===== config.mk =====
export PLATFORM = sky130hd
export DESIGN_NAME = change_dispenser
export DESIGN_NICKNAME = d
export VERILOG_FILES = /design/src/rtl/change_dispenser.sv
export SDC_FILE = /design/constraint.sdc
export NUM_CORES = 1
export LEC_CHECK = 0
export ABC_CLOCK_PERIOD_IN_PS = 3300
export BUFFER_PORTS_ARGS = -buffer_cell sky130_fd_sc_hd__buf_2
export CAP_MARGIN = 30
export CORE_MARGIN = 3
export CORE_UTILIZATION = 43
export DETAILED_ROUTE_END_ITERATION = 8
export SLEW_MARGIN = 20
export SYNTH_ARGS = -nofsm -noshare
export SYNTH_HDL_FRONTEND = slang
export SYNTH_SLANG_ARGS = --single-unit

===== constraint.sdc =====
create_clock -name clk -period 3.3 [get_ports clk]
set_input_delay 0.165 -clock clk [delete_from_list [all_inputs] [get_ports clk]]
set_output_delay 0.165 -clock clk [all_outputs]
set_load 0.005 [all_outputs]

===== src/rtl/change_dispenser.sv =====
// Vend motor / nickel ejector sequencer with hopper inventory, one-deep request buffer and latched faults.
// Optional `DISPENSE_LOG_EN adds a 16-bit sales_count output.
module change_dispenser #(
    parameter int VEND_CYCLES  = 4,
    parameter int EJECT_CYCLES = 2,
    parameter int ACK_TIMEOUT  = 8,
    parameter int HOPPER_INIT  = 16,
    parameter int CNT_W        = 8
) (
    input  logic             clk,
    input  logic             rst,
    input  logic             dispense,
    input  logic [1:0]       change,
    input  logic             coin_seen,
    input  logic             refill,
    output logic             vend_motor,
    output logic             eject,
    output logic             busy,
    output logic             fault,
    output logic             pending_ovf,
    output logic [CNT_W-1:0] hopper_level,
`ifdef DISPENSE_LOG_EN
    output logic [15:0]      sales_count,
`endif
    output logic [2:0]       state_dbg_o
);

    localparam logic [2:0] IDLE     = 3'd0;
    localparam logic [2:0] VEND     = 3'd1;
    localparam logic [2:0] EJECT    = 3'd2;
    localparam logic [2:0] WAIT_ACK = 3'd3;
    localparam logic [2:0] FAULT    = 3'd4;

    localparam int TMR_MAX0 = (VEND_CYCLES > EJECT_CYCLES) ? VEND_CYCLES : EJECT_CYCLES;
    localparam int TMR_MAX  = (TMR_MAX0 > ACK_TIMEOUT) ? TMR_MAX0 : ACK_TIMEOUT;
    localparam int TMR_W    = $clog2(TMR_MAX + 1);

    localparam logic [TMR_W-1:0] T_VEND  = TMR_W'(VEND_CYCLES);
    localparam logic [TMR_W-1:0] T_EJECT = TMR_W'(EJECT_CYCLES);
    localparam logic [TMR_W-1:0] T_ACK   = TMR_W'(ACK_TIMEOUT);
    localparam logic [TMR_W-1:0] T_ONE   = TMR_W'(1);
    localparam logic [CNT_W-1:0] H_INIT  = CNT_W'(HOPPER_INIT);
    localparam logic [CNT_W-1:0] H_ONE   = CNT_W'(1);
    localparam logic [CNT_W-1:0] H_ZERO  = '0;

    logic [2:0]       state_q, state_d;
    logic [TMR_W-1:0] timer_q, timer_d;
    logic [1:0]       remaining_q, remaining_d;
    logic             pend_valid_q, pend_valid_d;
    logic [1:0]       pend_code_q, pend_code_d;
    logic             ovf_q, ovf_d;
    logic [CNT_W-1:0] hopper_q, hopper_d;
    logic             complete, consume, take_direct;

    always_comb begin
        state_d      = state_q;
        timer_d      = timer_q;
        remaining_d  = remaining_q;
        pend_valid_d = pend_valid_q;
        pend_code_d  = pend_code_q;
        ovf_d        = ovf_q;
        hopper_d     = refill ? H_INIT : hopper_q;
        complete     = 1'b0;
        consume      = 1'b0;
        take_direct  = 1'b0;

        case (state_q)
            IDLE: begin
                // A request buffered during the final busy cycle is launched from here.
                if (pend_valid_q) begin
                    complete = 1'b1;
                end else if (dispense) begin
                    take_direct = 1'b1;
                    state_d     = VEND;
                    remaining_d = change;
                    timer_d     = T_VEND;
                end
            end
            VEND: begin
                if (timer_q == T_ONE) begin
                    if (remaining_q == 2'd0) begin
                        complete = 1'b1;
                    end else if (hopper_d == H_ZERO) begin
                        state_d = FAULT;
                    end else begin
                        state_d = EJECT;
                        timer_d = T_EJECT;
                    end
                end else begin
                    timer_d = timer_q - T_ONE;
                end
            end
            EJECT: begin
                if (timer_q == T_ONE) begin
                    state_d = WAIT_ACK;
                    timer_d = T_ACK;
                end else begin
                    timer_d = timer_q - T_ONE;
                end
            end
            WAIT_ACK: begin
                if (coin_seen) begin
                    remaining_d = remaining_q - 2'd1;
                    if (!refill && hopper_q != H_ZERO) hopper_d = hopper_q - H_ONE;
                    if (remaining_d == 2'd0) begin
                        complete = 1'b1;
                    end else if (hopper_d == H_ZERO) begin
                        state_d = FAULT;
                    end else begin
                        state_d = EJECT;
                        timer_d = T_EJECT;
                    end
                end else if (timer_q == T_ONE) begin
                    // Coin not confirmed: remaining is kept so the same coin is retried.
                    state_d = FAULT;
                end else begin
                    timer_d = timer_q - T_ONE;
                end
            end
            FAULT: begin
                if (refill) begin
                    if (remaining_q != 2'd0) begin
                        state_d = EJECT;
                        timer_d = T_EJECT;
                    end else begin
                        complete = 1'b1;
                    end
                end
            end
            default: state_d = IDLE;
        endcase

        if (complete) begin
            if (pend_valid_q) begin
                consume      = 1'b1;
                state_d      = VEND;
                timer_d      = T_VEND;
                remaining_d  = pend_code_q;
                pend_valid_d = 1'b0;
            end else begin
                state_d = IDLE;
            end
        end

        // A slot freed by this cycle's launch can take a new request without overflowing.
        if (dispense && !take_direct) begin
            if (!pend_valid_q || consume) begin
                pend_valid_d = 1'b1;
                pend_code_d  = change;
            end else begin
                ovf_d = 1'b1;
            end
        end
    end

    always_ff @(posedge clk or posedge rst) begin
        if (rst) begin
            state_q      <= IDLE;
            timer_q      <= '0;
            remaining_q  <= 2'd0;
            pend_valid_q <= 1'b0;
            pend_code_q  <= 2'd0;
            ovf_q        <= 1'b0;
            hopper_q     <= H_INIT;
        end else begin
            state_q      <= state_d;
            timer_q      <= timer_d;
            remaining_q  <= remaining_d;
            pend_valid_q <= pend_valid_d;
            pend_code_q  <= pend_code_d;
            ovf_q        <= ovf_d;
            hopper_q     <= hopper_d;
        end
    end

`ifdef DISPENSE_LOG_EN
    logic [15:0] sales_q;

    always_ff @(posedge clk or posedge rst) begin
        if (rst) begin
            sales_q <= 16'd0;
        end else if (take_direct || consume) begin
            sales_q <= sales_q + 16'd1;
        end
    end

    assign sales_count = sales_q;
`endif

    assign vend_motor   = (state_q == VEND);
    assign eject        = (state_q == EJECT);
    assign busy         = (state_q != IDLE);
    assign fault        = (state_q == FAULT);
    assign pending_ovf  = ovf_q;
    assign hopper_level = hopper_q;
    assign state_dbg_o  = state_q;

endmodule


==> impl_metrics.yaml, run 1 <==
drt:
  wirelength_um: 4270
  dr.pass1.iters: 5
  dr.first_iter.drc_count: 109
  viasPerCell: 6.00
  post_drt_wl_per_cell_um: 15.4
  drc_errors: 0
  ant_nets: 0
  num_vias: 1667
clock_network:
  post_cts_buffers: 0
  ctsLongestPathBuffers: 2
  h-tree-depth: 1
  ctsResizeCount: 0
  insertion_delay_ns: 0.26
  root_buffer: "clkbuf_8"
  tritoncts: "yes"
  hold_buffers: 0
  cts.sinks: 21
  clkSlewWorstSetupHoldPaths_ns: 0.07
  cts_buffers: 3
critical_path:
  worstPathMaxFanout: 7
  reg2reg_to: "timer_q[0]"
  worstPathArrival_ns: 2.59
  critical_path_class: "register to register"
  cp-end-kind: "register"
  path_cells: "inv_1 > ha_1 > nor3b_1 > buf_4 > inv_1 > ha_1 > nor4bb_1 > a31oi_1 > o2111ai_1 > o221ai_1 > o21ai_0"
  rrSetupSlack_ns: 0.88
  rr_startpoint: "timer_q[1]"
  startpoint_type: "register"
  slowest_delay_ns: 0.46
  crit_required_ns: 3.47
  reg2reg_depth: 11
  crit_slowest_cell: "dfrtp_1"
synth:
  synth_area_leaders: "dfrtp_1 29%, ha_1 5.0%, nor2_1 5.0%"
  synth-edff-count: 0
  synth_mux_area_share_pct: 3.67
  yosys.area_share.simple_pct: 26.7
  synth_cell_types: 58
  synth-xor-area-share_pct: 1.01
  synth_nets: 224
  synth_top_area_cell: "dfrtp_1"
  synth_flop_cell: "dfrtp_1"
  yosysSeqAreaShare_pct: 30.3
  synth_top_family_by_area: "compound AO/OA/AOI/OAI gates"
  synth_common_cells: "23 x nor2_1, 20 x dfrtp_1, 19 x nand2_1, 15 x inv_1, 11 x a21oi_1"
  syn_avg_cell_area_um2: 8.28
  async_flop_share_pct: 100
  synthAdderAreaFrac_pct: 5.04
  ys_seq_elements: 21
  synth_top_cell_area_share_pct: 28.8
  synth_cells: 210
  synth_compound_area_share_pct: 28.2
  synth.cell_area_mm2: 0.00174
  yosys_warnings: 0
  synth.most_common_cell: "nor2_1"
place:
  gp_congestion: 0.878
  dpl.hpwl_um: 3270
  port_buffers: 22
  placed_cells: 274
cells_and_area:
  layout-drive-gt1-share_pct: 20.4
  fin_cells: 278
  final_nets: 245
  area_growth_pct: 11.4
  antenna_cells: 0
grt:
  grt-ovfl-total: 0
  grtUsageMet1_pct: 26.1
  grt_pass1_wl_um: 7430
  grt_usage_pct: 18.5
  antenna_found_initial: 0
  grt_max_degree: 22
  met3_usage_pct: 3.91
  busiest_layer: "met2"
  use_met2_pct: 29.3
  first_global_vias: 1559
floorplanning:
  start_util_pct: 46.1
  core_area_mm2: 0.00377
  dieWidth_um: 69.6
  ios: 23
  die-area_mm2: 0.00484
  dieHeight_um: 69.6
  row_count: 22
power:
  leakage_nw: 0.852
  peakVddDrop_uv: 475
  p_per_area_mw_per_mm2: 847
worst_hold_path:
  min_path_type: "input port to async pin"
timing:
  slew_violations: 0
  rsz0062_at_grt: "no"
  finalSetupTns_ns: 0
  skew_ns: 0.00160
  tightestPinTransition_ns: 0.804
  fin_crit_ns: 2.42
  fmax_mhz: 414
  slew_headroom_pct: 46.4
  hold_viol_final: 0
  period_share_pct: 73.2
  setup_viol: 0
flow_run:
  max_cap_viol_count: 0
outcome:
  status: "complete, no violations"
## per-stage QoR
| step | hold WS, ns | utilization, % | total power, mW | instance area [um^2] | setup WS [ns] |
|---|---|---|---|---|---|
| 4_1_cts | 0.0736 | 51.4 | 1.64 | 1940 | 0.912 |
| 6_report | 0.0519 | 51.4 | 1.64 | 1940 | 0.883 |
| 3_5_place_dp | 0.355 | 50.2 | 1.47 | 1890 | 0.920 |
| 5_1_grt | 0.117 | 51.4 | 1.81 | 1940 | 0.706 |
| 3_3_place_gp | 0.344 | 50.2 | 1.47 | 1890 | 0.946 |
| 2_1_floorplan | 0.141 | - | 1.21 | 1740 | 1.04 |
## routing by layer
metal / wire, um / share of wire (%)
met1: 1960 / 46
met2: 1940 / 46
met3: 334 / 7.8
met4: 31 / 0.73
met5: 0 / 0
## report_power, final
group | switching (mW) | internal (mW)
clock network | 0.0804 | 0.0840
registers | 0.147 | 0.343
logic | 0.556 | 0.432
## registers in the layout, summed over array words and instances (netlist names)
name          count
hopper_level      8
pend_code_q       2
pend_valid_q      1
pending_ovf       1
remaining_q       2
state_dbg_o       3
timer_q           4
## worst max-delay path: cells and delay by family, from the launching register on
kind | cells | cell delay (ns)
buffers and inverters | 3 | 0.44
AOI/OAI and AO/OA | 4 | 0.50
adders and majority gates | 2 | 0.46
DFF | 1 | 0.46
and+or+nand+nor | 2 | 0.46
## how the worst max path moves through the flow
stage                               from        endpoint  slack [ns]  cells past startpoint
after floorplan               timer_q[1]      timer_q[0]        1.04                     10
after global placement        timer_q[1]      timer_q[0]        0.95                     11
after detailed placement  state_dbg_o[2]  pend_code_q[0]        0.92                      6
after CTS                     timer_q[1]      timer_q[0]        0.91                     11
after global routing          timer_q[1]      timer_q[0]        0.71                     11
final                         timer_q[1]      timer_q[0]        0.88                     11
## kinds of logic (layout without fill, tap and decap cells)
group,Yosys count,after routing
compound gates,65,65
xor+xnor,2,2
fa+ha+maj,7,7
buf+inv,23,43
flops,21,21
mux,6,6
simple gates,86,86
## cells in the final DEF (no fill, tap or decap), types with 2 or more instances in the layout
master	Yosys	layout
a211oi_1	5	5
a21oi_1	11	11
a221oi_1	3	3
a2bb2oi_1	2	2
a31oi_1	6	6
buf_2	2	22
buf_4	0	2
clkbuf_8	0	3
dfrtp_1	20	20
ha_1	7	7
inv_1	15	15
mux2_2	3	3
mux2i_1	3	3
nand2_1	19	19
nand2b_1	6	6
nand3_1	6	6
nor2_1	23	23
nor2b_1	4	4
nor3_1	6	6
nor3b_1	2	2
nor4_1	3	3
nor4b_1	2	2
o2111a_1	2	2
o2111ai_1	2	2
o211a_1	3	3
o211ai_1	3	3
o21a_1	3	3
o21ai_0	9	9
o21bai_1	2	2
or2_2	2	2
or3_1	2	2
or4_2	2	2
## cell type report
cell class	count	area (um^2)
repair buffers	24	125
well taps	48	60.1
clock inverters	1	5.00
inverters	15	56.3
clock buffers	3	41.3
fillers	356	1830
multi-input cells	166	1120
flip-flops and latches	21	527
Power figures use the tool's default switching activity.
==> run 2, diff against run 1 <==
- ABC_CLOCK_PERIOD_IN_PS: 3300 -> 2100
- clock period: 3.3 -> 2.1 ns (I/O delays scaled with it)
==> run 2 against run 1 <==
Against the previous run: count of clock-buffer cells in the layout up 1; worst hold slack better by 0.052 ns; sequential share of layout area down 3.7 points; register-to-register slack worse by 0.84 ns; combinational power up 110%; wire length up 22%; clock power up 67%; critical endpoint is now pend_code_q[0]; global-route usage up 2.5 points; worst setup slack worse by 0.84 ns.
==> impl_metrics.yaml, run 2 (synthesized netlist as in run 1, its figures left out) <==
clock_network:
  root_buffer: "clkbuf_8"
  clkSlewWorstSetupHoldPaths_ns: 0.08
  cts.sinks: 21
  h-tree-depth: 1
  ctsLongestPathBuffers: 2
  cts_buffers: 3
  tritoncts: "yes"
  insertion_delay_ns: 0.26
floorplanning:
  dieHeight_um: 69.6
  dieWidth_um: 69.6
  start_util_pct: 46.1
  core_area_mm2: 0.00377
  die-area_mm2: 0.00484
  ios: 23
  row_count: 22
critical_path:
  path_delay_family: "compound AO/OA/AOI/OAI gates"
  crit_slowest_cell: "dfrtp_1"
  reg2reg_depth: 8
  worstPathMaxFanout: 4
  endpoint: "pend_code_q[0]"
  cp-end-kind: "register"
  reg2reg_to: "pend_code_q[0]"
  cp_num_buf_inv: 2
  cp_num_cells: 8
  rrSetupSlack_ns: 0.04
  crit_required_ns: 2.25
  startpoint_type: "register"
  critical_path_class: "register to register"
  worstPathArrival_ns: 2.20
  rr_startpoint: "timer_q[1]"
  slowest_delay_ns: 0.38
  crit_start: "timer_q[1]"
  path_cells: "inv_1 > ha_2 > nor3b_4 > buf_4 > a32o_1 > o21ai_2 > a21boi_2 > mux2_2"
timing:
  hold_slack_ns: 0.104
  setup_viol: 0
  fmax_mhz: 487
  hold_viol_final: 0
  skew_ns: 0.00809
  period_share_pct: 97.9
  rsz0062_at_grt: "yes"
  worst_slack_ns: 0.0445
  slew_violations: 0
  finalSetupTns_ns: 0
  tightestPinTransition_ns: 0.413
  fin_crit_ns: 2.06
  slew_headroom_pct: 72.4
place:
  placed_cells: 301
  port_buffers: 22
  dpl.hpwl_um: 3940
  post-place-ws_ns: 0.0172
  gp_congestion: 0.964
grt:
  grt_pass1_wl_um: 8430
  grt_max_degree: 22
  first_global_vias: 1706
  grt-ovfl-total: 0
  antenna_found_initial: 0
  grt_usage_pct: 21.0
cells_and_area:
  final_nets: 275
  layout_common_cells: "30 x buf_4, 23 x nor2_1, 22 x buf_2, 19 x nand2_1, 18 x dfrtp_1"
  nFillCells: 336
  final_common_cell: "buf_4"
  area_growth_pct: 29.8
  largest_reg_flops: 8
  fin_cells: 308
  register_area_um2: 529
  layout-drive-gt1-share_pct: 33.8
  antenna_cells: 0
  multi_input_area_mm2: 0.00121
outcome:
  status: "complete, no violations"
worst_hold_path:
  min_path_type: "input port to register"
drt:
  wirelength_um: 5190
  post_drt_wl_per_cell_um: 16.9
  drc_errors: 0
  ant_nets: 0
  dr.pass1.iters: 4
  dr.first_iter.drc_count: 162
  num_vias: 1838
  viasPerCell: 5.97
flow_run:
  max_cap_viol_count: 0
power:
  peakVddDrop_uv: 651
  leakage_nw: 1.02
  p_per_area_mw_per_mm2: 1360
[run 2: metrics by stage]
| step | util (%) | total power [mW] | cell area [um^2] |
|---|---|---|---|
| finish | 59.9 | 3.07 | 2260 |
| global placement | 55.8 | 2.57 | 2100 |
| detailed placement | 55.8 | 2.60 | 2100 |
| CTS | 57.1 | 2.90 | 2150 |
| global route | 59.9 | 3.32 | 2260 |
| floorplan | - | 1.92 | 1750 |
[run 2: area by class of cell]
cell class	instances	area share, %
tap	48	2.66
clock buffer	4	2.00
inverter	15	2.49
multi-input combinational	166	53.4
sequential	21	23.4
timing repair buffer	54	16.0
[run 2: tightest hold or removal path: stages]
cell and delay, ns:
buf_2 0.12, nand2_1 0.05, nand2_1 0.05
[run 2: timing repair]
| action | 4_1_cts | 5_1_grt |
|---|---|---|
| setup endpoints to repair | 1 | 8 |
| hold buffers | 0 | 1 |
| resized for setup | 1 | 14 |
| buffers inserted | 0 | 1 |
| endpoints found under the hold margin | 0 | 9 |
| pin swaps | 0 | 2 |
[run 2: report_power, final]
group / switching, mW / total [mW] / internal, mW
combinational: 1.13 / 2.12 / 0.989
sequential: 0.133 / 0.676 / 0.544
clock: 0.139 / 0.274 / 0.135
[run 2: how the worst min path moves through the flow]
stage	from	slack (ns)	endpoint	cells after the start
CTS	rst	0.03	state_dbg_o[2]	2
finish	dispense	0.10	pend_valid_q	3
global placement	rst	0.31	pend_code_q[0]	2
detailed placement	rst	0.32	pending_ovf	2
global route	change[0]	0.10	pend_code_q[0]	2
floorplan	rst	0.08	hopper_level[0]	1
[run 2: routing by layer]
layer	wire length [um]	global-route usage, %	part of all wire (%)
met1	2390	29.7	46
met2	2430	33.9	47
met3	324	2.90	6.2
met4	47	4.77	0.91
met5	0	0	0
==> run 3, diff against run 2 <==
- REMOVE_ABC_BUFFERS: not set -> 1
==> run 3 against run 2 <==
Against the previous run: worst hold slack worse by 0.10 ns; clock skew down 0.0030 ns; die area did not move; sequential power shrank 2%; first-iteration DRC count up 48%; via count is 0.44% higher; maximum frequency rose by 0.91%; total power up 5.2%; critical path depth decreased by 2; non-clock buffer count grew 5; largest cell class unchanged; wire length barely moved; critical path type unchanged; global-route usage rose by 0.56 points.
==> impl_metrics.yaml, run 3 (synthesized netlist as in run 1, its figures left out) <==
place:
  dpl-instance-area_mm2: 0.00213
  port_buffers: 22
  dpl.hpwl_um: 3960
  post-place-ws_ns: -0.123
  gp_congestion: 0.913
cells_and_area:
  register_area_um2: 527
  multi_input_area_mm2: 0.00124
  fin_area_mm2: 0.00232
  largest_reg_flops: 8
  layout_common_cells: "37 x buf_4, 23 x nor2_1, 22 x buf_2, 20 x dfrtp_1, 19 x nand2_1"
  final_nets: 280
  antenna_cells: 0
  final_common_cell: "buf_4"
  area_growth_pct: 33.2
  layout-drive-gt1-share_pct: 35.1
  nFillCells: 329
timing:
  setup_viol: 0
  slew_violations: 0
  fin_crit_ns: 2.04
  skew_ns: 0.00507
  rsz0062_at_grt: "yes"
  worst_slack_ns: 0.0631
  fmax_mhz: 491
  slew_headroom_pct: 44.3
  hold_viol_final: 0
  tightestPinTransition_ns: 0.834
  period_share_pct: 97.0
critical_path:
  worstPathArrival_ns: 2.18
  cp-end-kind: "register"
  crit_required_ns: 2.24
  rrSetupSlack_ns: 0.06
  reg2reg_to: "pend_code_q[1]"
  reg2reg_depth: 6
  startpoint_type: "register"
  critical_path_class: "register to register"
  worstPathMaxFanout: 7
  rr_startpoint: "state_dbg_o[1]"
floorplanning:
  row_count: 22
  die-area_mm2: 0.00484
  dieWidth_um: 69.6
  dieHeight_um: 69.6
  start_util_pct: 46.1
  core_area_mm2: 0.00377
  ios: 23
grt:
  antenna_found_initial: 0
  first_global_vias: 1785
  grt_max_degree: 22
  grt_usage_pct: 21.6
  grt-ovfl-total: 0
  grt_pass1_wl_um: 8490
drt:
  num_vias: 1846
  viasPerCell: 5.90
  dr.first_iter.drc_count: 239
  wirelength_um: 5190
  drc_errors: 0
  post_drt_wl_per_cell_um: 16.6
  dr.pass1.iters: 4
  ant_nets: 0
clock_network:
  cts_buffers: 3
  root_buffer: "clkbuf_8"
  insertion_delay_ns: 0.26
  tritoncts: "yes"
  clkSlewWorstSetupHoldPaths_ns: 0.08
  ctsLongestPathBuffers: 2
  cts.sinks: 21
  h-tree-depth: 1
power:
  p_per_area_mw_per_mm2: 1390
  peakVddDrop_uv: 697
  leakage_nw: 1.05
worst_hold_path:
  min_path_type: "input port to async pin"
outcome:
  status: "complete, no violations"
flow_run:
  max_cap_viol_count: 0
[run 3: routing by layer]
metal	share of wire (%)	wire length (um)	global-route usage (%)	up-vias
met5	0	0	0	-
met1	44	2290	29.5	870
met3	6.0	312	3.48	11
met2	48	2490	33.4	72
li1	-	-	-	893
met4	2.0	106	9.76	0
[run 3: report_power, final]
part | leakage, nW | total (mW) | internal [mW] | switching [mW]
Combinational | 0.764 | 2.30 | 1.10 | 1.20
Sequential | 0.260 | 0.663 | 0.540 | 0.123
Clock | 0.0228 | 0.264 | 0.135 | 0.129
[run 3: metrics by stage]
stage / cells / hold slack [ns] / power [mW] / setup TNS (ns) / util, %
2_1_floorplan: 202 / 0.0808 / 1.87 / -0.491 / -
3_3_place_gp: 306 / 0.295 / 2.64 / -0.112 / 56.5
3_5_place_dp: 306 / 0.312 / 2.67 / -0.457 / 56.5
4_1_cts: 310 / 0.0318 / 2.96 / 0 / 58.0
5_1_grt: 313 / 0.0648 / 3.51 / -0.0336 / 61.4
6_report: 313 / 0.00224 / 3.23 / 0 / 61.4
[run 3: area by class of cell]
class | count | area share [%]
Sequential cell | 21 | 22.7
Inverter | 15 | 2.43
Tap cell | 48 | 2.59
Clock buffer | 4 | 1.94
Timing Repair Buffer | 59 | 16.7
Multi-Input combinational cell | 166 | 53.5
[run 3: how the worst max path moves through the flow]
stage | endpoint | slack, ns | startpoint
2_1_floorplan | timer_q[0] | -0.17 | timer_q[1]
3_3_place_gp | timer_q[2] | -0.11 | timer_q[0]
3_5_place_dp | timer_q[0] | -0.12 | timer_q[1]
4_1_cts | timer_q[0] | 0.0009 | timer_q[1]
5_1_grt | pend_code_q[0] | -0.01 | state_dbg_o[1]
6_report | pend_code_q[1] | 0.06 | state_dbg_o[1]
[run 3: what timing repair did]
action / 4_1_cts / 5_1_grt
resized for setup: 2 / 18
setup buffers: 0 / 3
hold buffers: 0 / 0
endpoints found under the setup margin: 7 / 8
pin swaps: 1 / 6
[run 3: critical path: stages (launching register included)]
cell	delay, ns
dfrtp_1	0.46
or3b_2	0.52
inv_1	0.10
a32o_1	0.23
o21ai_2	0.09
a21boi_2	0.17
mux2_2	0.35
